**config.mk**
```make
export PLATFORM = sky130hd
export DESIGN_NAME = master_addr_tx
export DESIGN_NICKNAME = d
export VERILOG_FILES = /design/src/rtl/master_addr_tx_pkg.sv /design/src/rtl/master_addr_tx_addr_piso.sv /design/src/rtl/master_addr_tx.sv
export SDC_FILE = /design/constraint.sdc
export NUM_CORES = 1
export LEC_CHECK = 0
export ABC_AREA = 1
export BUFFER_PORTS_ARGS = -buffer_cell sky130_fd_sc_hd__buf_2
export CAP_MARGIN = 10
export CORE_AREA = 2 2 39 41
export DETAILED_ROUTE_END_ITERATION = 8
export DIE_AREA = 0 0 41 43
export GPL_ROUTABILITY_DRIVEN = 0
export PLACE_DENSITY = 0.72
export SETUP_SLACK_MARGIN = 0.05
export SLEW_MARGIN = 30
export SYNTH_ARGS = -nofsm -noshare
export SYNTH_HDL_FRONTEND = slang
export SYNTH_SLANG_ARGS = --single-unit
export TNS_END_PERCENT = 20
```
**constraint.sdc**
```tcl
create_clock -name clk -period 2 [get_ports clk]
set_input_delay 0.5 -clock clk [delete_from_list [all_inputs] [get_ports clk]]
set_output_delay 0.5 -clock clk [all_outputs]
set_load 0.02 [all_outputs]
```
**src/rtl/master_addr_tx_pkg.sv**
```systemverilog
// rtl/master_addr_tx_pkg.sv - shared bus definitions for the master address transmitter
// Purpose: state encodings of the master address FSM and the default slave
//          address width, shared by the master port and the address decoder so
//          both agree on the serialized address length.
// Ports:   none (package).
package master_addr_tx_pkg;

  localparam int DEFAULT_DEVICE_ADDR_WIDTH = 4;

  typedef enum logic [1:0] {
    IDLE      = 2'b00,
    ADDR      = 2'b01,
    ACK_WAIT  = 2'b10,
    CONNECTED = 2'b11
  } bus_state_e;

endpackage

```
**src/rtl/master_addr_tx_addr_piso.sv**
```systemverilog
// rtl/master_addr_tx_addr_piso.sv - parallel-load, right-shift address register
// Purpose: holds the slave address and presents it LSB-first on dout.
// Ports:
//   clk, rstn   - clock, asynchronous active-low reset
//   load        - capture din (takes priority over shift)
//   shift       - shift right by one, zero fill from the MSB side
//   din [W-1:0] - parallel address input
//   dout        - current LSB of the register
module addr_piso #(
  parameter int W = 4
) (
  input  logic         clk,
  input  logic         rstn,
  input  logic         load,
  input  logic         shift,
  input  logic [W-1:0] din,
  output logic         dout
);

  logic [W-1:0] sh_q;

  always_ff @(posedge clk or negedge rstn) begin
    if (!rstn) begin
      sh_q <= '0;
    end else if (load) begin
      sh_q <= din;
    end else if (shift) begin
      sh_q <= sh_q >> 1;
    end
  end

  assign dout = sh_q[0];

endmodule

```
**src/rtl/master_addr_tx.sv**
```systemverilog
// rtl/master_addr_tx.sv - master-side slave address serializer with ack timeout
// Purpose: on an accepted request, sends the slave address LSB-first on the
//          bus, waits for the decoder ack, then hands the bus to the core for
//          the data phase. A missing ack times out and pulses err.
// Ports:
//   clk, rstn                 - clock, asynchronous active-low reset
//   req, req_addr, req_ready  - request handshake from the core (accepted in IDLE)
//   core_wdata, core_mvalid   - core bus drive, forwarded while connected
//   core_done                 - core ends the data phase
//   ack                       - address decoder acknowledge
//   mwdata, mvalid            - bus serial data and valid
//   grant                     - core owns the bus
//   err                       - one-cycle pulse on ack timeout
module master_addr_tx
  import master_addr_tx_pkg::*;
#(
  parameter int DEVICE_ADDR_WIDTH = DEFAULT_DEVICE_ADDR_WIDTH,
  parameter int ACK_TIMEOUT       = 8
) (
  input  logic                         clk,
  input  logic                         rstn,
  input  logic                         req,
  input  logic [DEVICE_ADDR_WIDTH-1:0] req_addr,
  output logic                         req_ready,
  input  logic                         core_wdata,
  input  logic                         core_mvalid,
  input  logic                         core_done,
  input  logic                         ack,
  output logic                         mwdata,
  output logic                         mvalid,
  output logic                         grant,
  output logic                         err
);

  localparam int BIT_W = (DEVICE_ADDR_WIDTH > 1) ? $clog2(DEVICE_ADDR_WIDTH) : 1;
  localparam int TO_W  = $clog2(ACK_TIMEOUT + 1);
  localparam logic [BIT_W-1:0] LAST_BIT  = BIT_W'(DEVICE_ADDR_WIDTH - 1);
  localparam logic [TO_W-1:0]  LAST_WAIT = TO_W'(ACK_TIMEOUT - 1);

  bus_state_e       state_q, state_d;
  logic [BIT_W-1:0] bit_cnt_q;
  logic [TO_W-1:0]  to_cnt_q;
  logic             err_q;
  logic             load, shift, timeout, addr_bit;

  addr_piso #(.W(DEVICE_ADDR_WIDTH)) u_piso (
    .clk   (clk),
    .rstn  (rstn),
    .load  (load),
    .shift (shift),
    .din   (req_addr),
    .dout  (addr_bit)
  );

  always_comb begin
    state_d = state_q;
    load    = 1'b0;
    shift   = 1'b0;
    timeout = 1'b0;
    case (state_q)
      IDLE: begin
        if (req) begin
          load    = 1'b1;
          state_d = ADDR;
        end
      end
      ADDR: begin
        shift = 1'b1;
        if (bit_cnt_q == LAST_BIT) state_d = ACK_WAIT;
      end
      ACK_WAIT: begin
        // ack is checked first so it wins over the final timeout cycle
        if (ack) begin
          state_d = CONNECTED;
        end else if (to_cnt_q == LAST_WAIT) begin
          timeout = 1'b1;
          state_d = IDLE;
        end
      end
      CONNECTED: begin
        if (core_done) state_d = IDLE;
      end
      default: state_d = IDLE;
    endcase
  end

  // Counters only advance while the state is held, so every entry starts at 0.
  always_ff @(posedge clk or negedge rstn) begin
    if (!rstn) begin
      state_q   <= IDLE;
      bit_cnt_q <= '0;
      to_cnt_q  <= '0;
      err_q     <= 1'b0;
    end else begin
      state_q   <= state_d;
      bit_cnt_q <= (state_q == ADDR && state_d == ADDR) ? bit_cnt_q + BIT_W'(1) : '0;
      to_cnt_q  <= (state_q == ACK_WAIT && state_d == ACK_WAIT) ? to_cnt_q + TO_W'(1) : '0;
      err_q     <= timeout;
    end
  end

  always_comb begin
    mvalid = 1'b0;
    mwdata = 1'b0;
    case (state_q)
      ADDR: begin
        mvalid = 1'b1;
        mwdata = addr_bit;
      end
      CONNECTED: begin
        mvalid = core_mvalid;
        mwdata = core_wdata;
      end
      default: ;
    endcase
  end

  assign req_ready = (state_q == IDLE);
  assign grant     = (state_q == CONNECTED);
  assign err       = err_q;

endmodule

```
# Word level (Yosys, flattened, before mapping)
# Cells that the tools add are included.
[totals] ff_bits=13 input_bits=11 elab_cells=36
[classes] n_addsub=2 eq_ne=7 mux=18 reduce_logical=4
[ops] op="$mux W2" count=6
[ops] op="$mux W4" count=3
[ops] op="$eq A2 B2 Y1 const B" count=4
[ops] op="$pmux W2 S4" count=1
[ops] op="$mux W1" count=6
[ops] op="$add A4 B1 Y4 const B" count=1
[ops] op="$eq A2 B1 Y1 const B" count=2
[ops] op="$eq A4 B3 Y1 const B" count=1
[ops] op="$pmux W1 S2" count=2
[ops] op="$add A2 B1 Y2 const B" count=1
[ops] op="$logic_and A1 B1 Y1" count=2
[ops] op="$logic_not A2 Y1" count=1
[ops] op="$reduce_bool A2 Y1" count=1

# Logic depth before layout (Yosys ltp)
[logic_depth] ltp_word=7 ltp_mapped=7 depth_no_buf=7

# By module
# A second synthesis with hierarchy kept.
[hier_totals] cells_unflattened=71 area_unflattened_um2=608.1
[modules_own_cells] mod="master_addr_tx" n_inst=1 cells_per_inst=50 area_each_um2=434.2
[modules_own_cells] mod="addr_piso" n_inst=1 cells_per_inst=21 area_each_um2=173.9

# Worst setup path after synthesis
# Ideal clock, no wire load.
[synth_timing] path_type="register -> output" startpoint="reg state_q[1]" endpoint="out mwdata" t_arrival_ps=948 slack_ps=552 stages_incl_launch_ff=4 path_buffers=0 cell_sequence="dfrtp_1 > nand2_1 > inv_1 > a22o_1"
[synth_via] elab_chain_cells=2 word_cells_on_any_way=3 cone_classes="2 x eq/ne; 1 x mux"
[synth_rtl] element="start, declared" line="master_addr_tx.sv:40" rtl="bus_state_e state_q, state_d;"
[synth_rtl] element="start signal, assigned" line="master_addr_tx.sv:95" rtl="state_q <= state_d;"
[synth_rtl] element="$eq A2 B2 Y1"
[synth_rtl] element="net grant" line="master_addr_tx.sv:31" rtl="output logic grant,"
[synth_rtl] element="$pmux W1 S2" line="master_addr_tx.sv:105" rtl="case (state_q)"
[synth_rtl] element="end, declared" line="master_addr_tx.sv:29" rtl="output logic mwdata,"
# The timed path passes the listed nets, and every way through them passes these cells.

# Final worst setup path
[layout_timing] startpoint="reg state_q[1]" endpoint="out mwdata"
[layout_via] elab_chain_cells=2 word_cells_on_any_way=3 cone_classes="2 x eq/ne; 1 x mux"
[layout_rtl] element="$eq A2 B2 Y1 or $eq A2 B1 Y1 (tied branches)" line="master_addr_tx.sv:105"
[layout_rtl] element="$pmux W1 S2 *" line="master_addr_tx.sv:105"
# Every way passes the cells marked *; elsewhere a longest branch is shown, timed or not.

==> impl_metrics.tcl <==
set metrics [dict create \
    status "complete, no violations" \
    grt_pass1_vias 431 \
    critical_path_arrival_ns 1.28 \
    layout.nets 101 \
    multi_input_area_um2 267 \
    post-route-period-util_pct 89.1 \
    crit_end "mwdata" \
    post_cts_buffers 0 \
    root_buffer "clkbuf_4" \
    synth_cell_types 17 \
    ys_seq_elements 13 \
    fin_skew_ns 0.00344 \
    die_h_um 43 \
    end_kind "primary output" \
    synthCells 68 \
    vias_per_cell 4.53 \
    leakage_uw 0.000401 \
    cts_tree "yes" \
    drc_errors 0 \
    layout_common_cells "nand2_1 (16), buf_2 (15), dfrtp_1 (12)" \
    setup_viol 0 \
    synth_warnings 0 \
    hold_buffers 0 \
    critPathKind "flip-flop to primary output" \
    rows 14 \
    hold-worst-slack_ns 0.102 \
    rsz0062_at_grt "no" \
    reg2reg_depth 6 \
    fin_crit_ns 1.78 \
    max-cap-violations 0 \
    max_freq_mhz 561 \
    syn-num-nets 81 \
    cts_resized 0 \
    ant_nets 0 \
    routed-via-count 467 \
    hold_viol_final 0 \
    track_usage_pct 14.4 \
    cts.path.max_buffers 2 \
    r2r-end "to_cnt_q[1]$_DFF_PN0_" \
    pin_count 16 \
    avgSynthCellArea_um2 9.14 \
    clkSinkCount 13 \
    drive_gt1_share_pct 39.1 \
    finalSetupTns_ns 0 \
    slew_headroom_pct 80.9 \
    peakVddDrop_mv 0.598 \
    fill_cells 138 \
    final_common_cell "nand2_1" \
    register_area_um2 327 \
    hp-class "input pin to asynchronous set/reset pin" \
    insertion_delay_ns 0.26 \
    grt_max_degree 14 \
    io_buffer_count 15 \
    start_util_pct 44.9 \
    total_power_uw 1030 \
    antenna_found_initial 0 \
    start_kind "flip-flop" \
    grt_pass1_wl_um 1720 \
    antenna-diode-count 0 \
    area_delta_synth_final_pct 19.7 \
    regToRegStartpoint "to_cnt_q[0]$_DFF_PN0_" \
    cts_max_level 1 \
    tightest_slew_ns 0.286 \
    cts_buffers 3 \
    fp.coreArea_um2 1380 \
    dpl.hpwl_um 849 \
    totalWireLength_um 1020 \
    seq_area_frac_synth_pct 52.3 \
    power.density_nw_per_um2 1390 \
    die_x_um 41 \
    startpoint "state_q[1]$_DFF_PN0_" \
    drv_slew 0 \
    grt_overflow 0 \
    clkTransAtPathRegs_ns 0.08 \
    crit_path_max_fanout 7 \
    netlist_area_um2 622 \
    critPathRequiredTime_ns 1.50 \
    ff2ff_setup_slack_ns 0.78 \
    post_dp_cell_area_um2 717 \
    drt_first_pass_iters 4 \
    die_area_um2 1760 \
    drtIter0Drc 4 \
    design_area_um2 744 \
    wl_per_cell_um 9.94 \
]
==> per-stage QoR <==
step                setup WS [ns]  util, %  instances
CTS                         0.164     53.7        103
global placement            0.498     51.8         99
global route               0.0971     53.8        103
detailed placement          0.459     51.8         99
floorplan                   0.552        -         68
finish                      0.218     53.8        103
==> flip-flops by register name, indices dropped and copies added, names as in the netlist <==
signal	flops
bit_cnt_q	2
u_piso.sh_q	4
to_cnt_q	4
err	1
state_q	2
==> power breakdown <==
| group | internal [µW] | switching (µW) | leakage (µW) |
|---|---|---|---|
| Clock | 77.0 | 79.1 | 0.0000150 |
| Combinational | 165 | 291 | 0.000215 |
| Sequential | 348 | 73.4 | 0.000170 |
==> per-layer routing <==
layer  GRT usage, %  routed length (µm)  up-vias
met4           6.00                   0        0
met2           20.9                 447       10
met1           20.3                 523      205
met5              0                   0        -
met3           3.14                  53        0
li1               -                   -      252
==> synthesized netlist by cell type, drive strengths merged <==
cell type	count	area share, %
a31oi	1	1.0
inv	8	4.8
xnor2	1	1.4
o21a	1	1.2
ha	2	4.0
nor3	1	0.80
dfrtp	13	52
xor2	1	1.4
a22o	1	1.4
nand3	8	6.4
nor2	13	13
nand2	18	12
==> how the worst min path moves through the flow <==
stage / to / depth (start not counted) / slack, ns
finish: err$_DFF_PN0_ / 1 / 0.10
CTS: err$_DFF_PN0_ / 1 / 0.11
floorplan: bit_cnt_q[0]$_DFF_PN0_ / 0 / 0.20
global route: err$_DFF_PN0_ / 1 / 0.12
global placement: u_piso.sh_q[0]$_DFFE_PN0P_ / 1 / 0.40
detailed placement: u_piso.sh_q[0]$_DFFE_PN0P_ / 1 / 0.40
==> critical path, cell delays in order, from the launching register on <==
cell     delay, ns
dfrtp_1       0.47
nor2_2        0.25
a22o_1        0.15
buf_2         0.15
==> cell type report <==
cell class	instances	area share [%]
clock buffer	4	3.53
inverter	8	4.03
multi-input combinational	47	35.8
sequential	13	43.9
tap	16	2.69
timing repair buffer	15	10.1
==> cells by family after synthesis <==
kind of cell	Yosys count	synth area share, %
buffers and inverters	8	4.83
and+or+nand+nor	40	32.4
AOI/OAI and AO/OA	3	3.62
xor gates and xnor gates	2	2.82
adders and majority gates	2	4.02
DFF	13	52.3
No activity file was read; power rests on OpenSTA's default activity.
